--- src/rtl/sha_256_pkg.sv ---
// Shared definitions for the SHA-256 wrapper bus sequencer: the register map,
// the CTRL/STATUS bit positions, and the sequencer state encoding.
package sha_256_pkg;

    localparam logic [7:0] ADDR_NAME0   = 8'h00;
    localparam logic [7:0] ADDR_CTRL    = 8'h08;
    localparam logic [7:0] ADDR_STATUS  = 8'h09;
    localparam logic [7:0] ADDR_BLOCK0  = 8'h10;
    localparam logic [7:0] ADDR_DIGEST0 = 8'h20;

    localparam int CTRL_INIT_BIT    = 0;
    localparam int CTRL_NEXT_BIT    = 1;
    localparam int CTRL_MODE_BIT    = 2;
    localparam int STATUS_READY_BIT = 0;
    localparam int STATUS_VALID_BIT = 1;

    typedef enum logic [2:0] {
        ST_IDLE,
        ST_WR_BLK,
        ST_WR_CTRL,
        ST_HOLD,
        ST_POLL,
        ST_RD_DIG,
        ST_OUT
    } seq_state_t;

    // First block of a message starts with init, every other block chains with next.
    function automatic logic [31:0] ctrl_word(input logic first);
        logic [31:0] w;
        w = '0;
        w[CTRL_INIT_BIT] = first;
        w[CTRL_NEXT_BIT] = ~first;
        w[CTRL_MODE_BIT] = 1'b0;
        return w;
    endfunction

endpackage

--- src/rtl/sha_256_bus_if.sv ---
// Registers one bus access per cycle towards the wrapper and flags the cycles
// whose read data is to be captured at the following edge.
module sha_256_bus_if (
    input  logic        clk,
    input  logic        n_rst,
    input  logic        req_valid,
    input  logic        req_we,
    input  logic [7:0]  req_addr,
    input  logic [31:0] req_wdata,
    output logic        bus_cs,
    output logic        bus_we,
    output logic [7:0]  bus_addr,
    output logic [31:0] bus_wdata,
    output logic        rd_strobe
);

    always_ff @(posedge clk or negedge n_rst) begin
        if (!n_rst) begin
            bus_cs    <= 1'b0;
            bus_we    <= 1'b0;
            bus_addr  <= '0;
            bus_wdata <= '0;
        end else begin
            bus_cs <= req_valid;
            bus_we <= req_valid && req_we;
            // Address and data hold their last value while the bus is idle.
            if (req_valid) begin
                bus_addr  <= req_addr;
                bus_wdata <= req_wdata;
            end
        end
    end

    assign rd_strobe = bus_cs && !bus_we;

endmodule

--- src/rtl/sha_256_seq.sv ---
// Streams pre-padded 512-bit blocks into the SHA-256 wrapper, kicks init/next,
// polls for completion and returns the digest after the last block of a message.
module sha_256_seq
    import sha_256_pkg::*;
#(
    parameter int START_DLY = 4,
    parameter int TIMEOUT   = 1024
) (
    input  logic         clk,
    input  logic         n_rst,
    input  logic         s_valid,
    output logic         s_ready,
    input  logic [511:0] s_block,
    input  logic         s_first,
    input  logic         s_last,
    output logic         d_valid,
    input  logic         d_ready,
    output logic [255:0] d_digest,
    output logic         bus_cs,
    output logic         bus_we,
    output logic [7:0]   bus_addr,
    output logic [31:0]  bus_wdata,
    input  logic [31:0]  bus_rdata,
    output logic         busy,
    output logic         err
);

    seq_state_t   state_reg, state_next;
    logic [3:0]   idx_reg, idx_next;
    logic [15:0]  cnt_reg, cnt_next;
    logic [511:0] blk_reg;
    logic         first_reg, last_reg;
    logic         s_ready_reg, d_valid_reg, busy_reg, err_reg;
    logic [255:0] digest_reg;

    logic         accept, timeout_hit, status_done, rd_strobe;
    logic         req_valid, req_we;
    logic [7:0]   req_addr;
    logic [31:0]  req_wdata;
    logic [31:0]  blk_word;

    assign accept   = s_valid && s_ready_reg;
    assign blk_word = blk_reg[9'd511 - {idx_reg, 5'd0} -: 32];

    // Only the final block of a message must also wait for the digest to be valid.
    assign status_done = rd_strobe && (bus_addr == ADDR_STATUS) &&
                         bus_rdata[STATUS_READY_BIT] &&
                         (!last_reg || bus_rdata[STATUS_VALID_BIT]);

    always_ff @(posedge clk or negedge n_rst) begin
        if (!n_rst) begin
            state_reg <= ST_IDLE;
            idx_reg   <= '0;
            cnt_reg   <= '0;
        end else begin
            state_reg <= state_next;
            idx_reg   <= idx_next;
            cnt_reg   <= cnt_next;
        end
    end

    always_comb begin
        state_next  = state_reg;
        idx_next    = idx_reg;
        cnt_next    = cnt_reg;
        timeout_hit = 1'b0;
        case (state_reg)
            ST_IDLE: begin
                if (accept) begin
                    state_next = ST_WR_BLK;
                    idx_next   = '0;
                end
            end
            ST_WR_BLK: begin
                idx_next = idx_reg + 4'd1;
                if (idx_reg == 4'd15) state_next = ST_WR_CTRL;
            end
            ST_WR_CTRL: begin
                state_next = ST_HOLD;
                cnt_next   = '0;
            end
            ST_HOLD: begin
                if (cnt_reg == 16'(START_DLY - 1)) begin
                    state_next = ST_POLL;
                    cnt_next   = '0;
                end else begin
                    cnt_next = cnt_reg + 16'd1;
                end
            end
            ST_POLL: begin
                if (status_done) begin
                    state_next = last_reg ? ST_RD_DIG : ST_IDLE;
                    idx_next   = '0;
                end else if (cnt_reg == 16'(TIMEOUT - 1)) begin
                    state_next  = ST_IDLE;
                    timeout_hit = 1'b1;
                end else begin
                    cnt_next = cnt_reg + 16'd1;
                end
            end
            ST_RD_DIG: begin
                // idx 8 is the edge that captures the eighth read, no new access.
                if (idx_reg == 4'd8) state_next = ST_OUT;
                else                 idx_next   = idx_reg + 4'd1;
            end
            ST_OUT: begin
                if (d_ready && d_valid_reg) state_next = ST_IDLE;
            end
            default: state_next = ST_IDLE;
        endcase
    end

    always_comb begin
        req_valid = 1'b0;
        req_we    = 1'b0;
        req_addr  = ADDR_STATUS;
        req_wdata = '0;
        case (state_reg)
            ST_WR_BLK: begin
                req_valid = 1'b1;
                req_we    = 1'b1;
                req_addr  = ADDR_BLOCK0 | {4'd0, idx_reg};
                req_wdata = blk_word;
            end
            ST_WR_CTRL: begin
                req_valid = 1'b1;
                req_we    = 1'b1;
                req_addr  = ADDR_CTRL;
                req_wdata = ctrl_word(first_reg);
            end
            ST_POLL: begin
                req_valid = (state_next == ST_POLL);
                req_addr  = ADDR_STATUS;
            end
            ST_RD_DIG: begin
                req_valid = !idx_reg[3];
                req_addr  = ADDR_DIGEST0 | {5'd0, idx_reg[2:0]};
            end
            default: ;
        endcase
    end

    always_ff @(posedge clk or negedge n_rst) begin
        if (!n_rst) begin
            blk_reg     <= '0;
            first_reg   <= 1'b0;
            last_reg    <= 1'b0;
            s_ready_reg <= 1'b1;
            d_valid_reg <= 1'b0;
            busy_reg    <= 1'b0;
            err_reg     <= 1'b0;
            digest_reg  <= '0;
        end else begin
            if (accept) begin
                blk_reg   <= s_block;
                first_reg <= s_first;
                last_reg  <= s_last;
            end
            s_ready_reg <= (state_next == ST_IDLE);
            busy_reg    <= (state_next != ST_IDLE);
            d_valid_reg <= (state_next == ST_OUT);
            err_reg     <= timeout_hit;
            if (rd_strobe && (bus_addr[7:3] == ADDR_DIGEST0[7:3]))
                digest_reg[8'd255 - {bus_addr[2:0], 5'd0} -: 32] <= bus_rdata;
        end
    end

    sha_256_bus_if u_bus_if (
        .clk       (clk),
        .n_rst     (n_rst),
        .req_valid (req_valid),
        .req_we    (req_we),
        .req_addr  (req_addr),
        .req_wdata (req_wdata),
        .bus_cs    (bus_cs),
        .bus_we    (bus_we),
        .bus_addr  (bus_addr),
        .bus_wdata (bus_wdata),
        .rd_strobe (rd_strobe)
    );

    assign s_ready  = s_ready_reg;
    assign d_valid  = d_valid_reg;
    assign d_digest = digest_reg;
    assign busy     = busy_reg;
    assign err      = err_reg;

endmodule

--- config.mk ---
export PLATFORM = sky130hd
export DESIGN_NAME = sha_256_seq
export DESIGN_NICKNAME = d
export VERILOG_FILES = /design/src/rtl/sha_256_pkg.sv /design/src/rtl/sha_256_bus_if.sv /design/src/rtl/sha_256_seq.sv
export SDC_FILE = /design/constraint.sdc
export NUM_CORES = 2
export LEC_CHECK = 0
export CELL_PAD_IN_SITES_DETAIL_PLACEMENT = 0
export CELL_PAD_IN_SITES_GLOBAL_PLACEMENT = 2
export CORE_AREA = 2 2 331 333
export DETAILED_ROUTE_END_ITERATION = 6
export DIE_AREA = 0 0 333 335
export PLACE_DENSITY = 0.81
export SYNTH_ARGS = -nofsm -noshare
export SYNTH_HDL_FRONTEND = slang
export SYNTH_SLANG_ARGS = --single-unit
--- constraint.sdc ---
create_clock -name clk -period 4.1 [get_ports clk]
set_input_delay 0.41 -clock clk [delete_from_list [all_inputs] [get_ports clk]]
set_output_delay 0.41 -clock clk [all_outputs]
set_load 0.05 [all_outputs]
==> Yosys cells after proc, flatten, opt, wreduce, memory -nomap -nowiden <==
Cells that the tools add are included.
{ "totals": {"ff_bits": 839, "input_bits": 550, "wordCells": 88, "out_inout_bits": 302} }
{ "op_classes": {"bitwise_logic": 1, "reduce_logical": 20, "eq_ne": 19, "mux": 25, "n_addsub": 5, "shifts": 3} }
{ "ops": {"columns": ["cell", "count"], "rows": [
  ["543-bit by 10-bit indexed part select with 32-bit output", 1],
  ["32-bit by 10-bit variable shift with 287-bit output, first input constant", 1],
  ["32-bit by 10-bit indexed part select with 287-bit output", 1],
  ["256-bit bitwise mux", 1],
  ["32-bit case mux with 2 select lines", 1],
  ["16-bit two-way mux", 3],
  ["16-bit case mux with 3 select lines", 1],
  ["3-bit two-way mux", 8],
  ["3-bit case mux with 7 select lines", 1],
  ["6-bit case mux with 3 select lines", 1],
  ["16-bit by 1-bit adder with 16-bit output, second input constant", 1],
  ["16-bit by 10-bit equality test with 1-bit output, second input constant", 1],
  ["16-bit by 2-bit equality test with 1-bit output, second input constant", 1],
  ["4-bit case mux with 4 select lines", 1],
  ["3-bit equality test, second input constant", 5],
  ["4-bit two-way mux", 3],
  ["2-bit inequality test, second input constant", 5],
  ["8-bit negation with 10-bit output", 1],
  ["9-bit subtractor, first input constant", 1],
  ["4-bit equality test, second input constant", 2],
  ["8-bit by 4-bit equality test with 1-bit output, second input constant", 1],
  ["1-bit logical AND", 8],
  ["8-bit subtractor, first input constant", 1],
  ["3-bit by 2-bit equality test with 1-bit output, second input constant", 2],
  ["14 further kinds", 21]
]} }

==> Longest topological paths before layout <==
{ "logic_depth": {"ltp_word": 10, "mapped_depth": 11, "depth_no_buf": 8} }

==> Cells and area by module <==
Synthesis repeated with hierarchy kept, for this count alone.
{ "hier_totals": {"hier_cells": 2159, "hier_area_um2": 35884.4} }
{ "modules_own_cells": {"columns": ["module", "cells_each", "area_each_um2", "n_inst", "seq_area_each_um2"], "rows": [
  ["sha_256_seq", 2070, 34132.7, 1, 19945.4],
  ["sha_256_bus_if", 89, 1751.7, 1, 1051.0]
]} }

==> Worst setup path before layout <==
OpenSTA, ideal clock, no wires.
{ "synth_timing": {"path_kind": "register to register", "from": "reg u_bus_if.bus_cs", "to": "reg digest_reg[162], in the netlist d_digest[162]", "path_buffers": 1, "required_time_ps": 3975, "stages_incl_launch_ff": 6, "setup_ps": 125, "setup_slack_ps": 1614, "arrival_time_ps": 2361, "period_less_slack_ps": 2486, "path_cell_list": "dfrtp_1 > or3b_1 > or4_4 > nor3b_2 > buf_4 > mux2_2"} }
{ "synth_between": {"elab_chain_len": 2} }
{ "synth_rtl": {"columns": ["element", "line", "rtl"], "rows": [
  ["start: declaration", "sha_256_bus_if.sv:10", "output logic bus_cs,"],
  ["start signal: assignment", "sha_256_bus_if.sv:24", "bus_cs <= req_valid;"],
  ["1-bit logical AND", "sha_256_bus_if.sv:34", "assign rd_strobe = bus_cs && !bus_we;"],
  ["1-bit logical AND", "sha_256_seq.sv:163", "if (rd_strobe && (bus_addr[7:3] == ADDR_DIGEST0[7:3]))"],
  ["end signal: indexed assignment", "sha_256_seq.sv:164", "digest_reg[8'd255 - {bus_addr[2:0], 5'd0} -: 32] <= bus_rdata;"],
  ["end: declaration", "sha_256_seq.sv:34", "logic [255:0] digest_reg;"]
]} }
Every way passes these cells.
A chain may end at the register's enable or synchronous reset.

==> Final worst setup path <==
{ "layout_timing": {"from": "reg idx_reg[0]", "to": "reg u_bus_if.bus_wdata[27]"} }
{ "layout_between": {"elab_chain_len": 5, "elab_cells_between_ends": 10, "classes_between": "add/sub: 1; eq/ne: 3; shift: 1; mux: 5"} }
{ "layout_rtl": {"columns": ["element", "line", "rtl"], "rows": [
  ["start: declaration", "sha_256_seq.sv:29", "logic [3:0] idx_reg, idx_next;"],
  ["start signal: assignment", "sha_256_seq.sv:57", "idx_reg <= idx_next;"],
  ["branches (longest 5 deep; another with 9-bit subtractor)", null, null],
  ["end signal: assignment", "sha_256_bus_if.sv:29", "bus_wdata <= req_wdata;"],
  ["end: declaration", "sha_256_bus_if.sv:13", "output logic [31:0] bus_wdata,"]
]} }
Parallel ways; which one is timed is not known.

==> flow_metrics.tcl <==
set metrics [dict create \
    period_share_pct 84.45 \
    wl_mm 125.3 \
    power.share.clock_pct 26.0 \
    holdWs_ns 0.3460 \
    synth-warning-count 0 \
    slew_headroom_pct 20.74 \
    via_per_inst 5.038 \
    vdd_drop_max_mv 0.4332 \
    fp.dieH_um 335 \
    place.gp.congestion 0.8642 \
    p_int_mw 22.08 \
    overflow 0 \
    p_leak_nw 20.67 \
    cts_sinks 837 \
    rsz0062_at_grt "no" \
    start_kind "register" \
    post_cts_buffers 0 \
    tightest_slew_ns 1.189 \
    syn_inst 2242 \
    syn_area_per_cell_um2 15.82 \
    drtIter0Drc 1094 \
    finalNetCount 3673 \
    largest_register_ffs 512 \
    grt_max_degree 106 \
    h-tree-depth 3 \
    sw_frac_of_total_pct 33.00 \
    cts.path.max_buffers 3 \
    crit_type "reg -> reg" \
    ys.flop_type "dfrtp_1" \
    ctsHoldBuffers 1 \
    seq_area_frac_synth_pct 59.05 \
    dp.cells 4437 \
    max_freq_mhz 288.8 \
    io_pins 852 \
    drv_slew 0 \
    cts_tree "yes" \
    p_comb_share_pct 33.7 \
    port_buffers 849 \
    switching_power_mw 10.87 \
    dpl.hpwl_mm 95.82 \
    avgRoutedWirePerCell_um 27.01 \
    antenna_found_initial 61 \
    setup-violations-final 0 \
    hold_class "in -> reg" \
    drive_above_1_share_pct 35.73 \
    ctsResizeCount 0 \
    async_flop_share_pct 100.0 \
    dr.pass1.iters 5 \
    layout_common_cells "clkdlybuf4s50_1, dfrtp_1, mux2_2" \
    hold_viol 0 \
    antenna_left 0 \
    rows 121 \
    cp-end-kind "register" \
    tns_ns 0 \
    die_w_um 333 \
    grt_pass1_wl_mm 179.7 \
    power_density_mw_per_mm2 669.1 \
    area_delta_synth_final_pct 38.84 \
    cts_made_buffers 94 \
    grt_pass1_vias 25740 \
    start_util_pct 32.81 \
    vias 23370 \
    max_cap_violations 0 \
    stdcell_count 4639 \
    status "finished, final reports clean" \
    mostFrequentLayoutCell "clkdlybuf4s50_1" \
    crit_arrival_ns 4.02 \
    ys_seq_elements 837 \
    seqPwrFrac_pct 40.3 \
    required_ns 4.66 \
    core_mm2 0.1081 \
    finalPower_mw 32.95 \
    cts.clk_slew.worst_paths_ns 0.06 \
    syn_area_mm2 0.03547 \
    synth.distinct_cells 57 \
    cts-root-buf "clkbuf_16" \
    crit_fanout 43 \
    dieArea_mm2 0.1116 \
    remaining_drc_errors 0 \
    period_needed_ns 3.462 \
    grt_use_total_pct 22.25 \
    post-route-util_pct 45.56 \
    rrSetupSlack_ns 0.64 \
    worst_skew_pair.late_latency_ns 0.67 \
    synth-edff-count 0 \
    skew_ns 0.02472 \
]
[synthesized netlist by cell type (all sizes together) (3+ instances only)]
cell type	instances	area share (%)
clkbuf	102	1.1
xor2	10	0.25
a21oi	39	0.55
and4	5	0.12
nand4	5	0.088
o2111ai	3	0.074
o31ai	5	0.11
nand2b	4	0.071
a211oi	31	0.66
ha	3	0.11
mux2i	37	1.0
and2	32	0.56
inv	12	0.13
o21ai	20	0.28
a22o	30	0.74
mux4	126	8.0
and3	7	0.12
nor4	3	0.053
dfrtp	836	59
nor3	9	0.19
mux2	767	24
nand3	14	0.20
nor2	28	0.30
nand3b	3	0.063
buf	48	0.73
nand2	33	0.35
[logic make-up (layout without fill, tap and decap cells)]
kind of cell,after synthesis,count (layout),synth area share (%)
muxes,930,930,33.39
DFF,837,837,59.05
buffers and inverters,162,1112,1.933
and+or+nand+nor,157,157,2.480
AOI/OAI and AO/OA,142,142,2.780
xor gates and xnor gates,10,10,0.2469
adders and majority gates,3,3,0.1058
other,1,34,0.01057
[power by group through the flow]
stage / clock network, mW / registers [mW] / logic [mW]
after CTS: 8.77 / 13.3 / 11.4
after detailed placement: 0 / 13.4 / 11.3
after global routing: 9.10 / 13.7 / 11.8
after floorplan: 0 / 13.6 / 6.46
after global placement: 0 / 13.3 / 11.1
final: 8.55 / 13.3 / 11.1
[worst max-delay path, cell delays in order, from the launching register on]
cell and delay, ns:
dfrtp_4 1.04, buf_4 0.41, mux4_2 0.55, mux2i_1 0.82, a21oi_1 0.20, a22o_1 0.22
[per-layer routing]
layer	track usage, %	share of wire, %
met4	10.30	4.5
met1	22.81	34
met2	40.70	53
met5	0	0.28
met3	7.431	8.0
[final timing paths]
kind | from | end | cells past startpoint
setup / recovery | idx_reg[0] | u_bus_if.bus_wdata[27] | 5
min in group asynchronous | n_rst | blk_reg[164] | 2
setup reg to reg | idx_reg[0] | u_bus_if.bus_wdata[27] | 5
hold / removal | s_block[329] | blk_reg[329] | 2
max in group asynchronous | n_rst | blk_reg[465] | 4
hold reg to reg | d_digest[227] | d_digest[227] | 1
[cell type report]
type                       count  area (µm²)
clock inverter                32       365.4
timing repair buffer         931        9346
clock buffer                 137        2784
antenna                       32       80.08
tap                         1414        1769
multi-input combinational   1244       13900
fill                        9506       58850
sequential                   837       20960
inverter                      12       47.55
[through the flow]
stage	cell area (µm²)	worst slack, ns
detailed placement	46010	0.5556
floorplan	35480	1.614
global placement	46010	0.5996
CTS	49170	0.5446
finish	49250	0.6375
global route	49230	0.5293
Power figures use the tool's default switching activity.
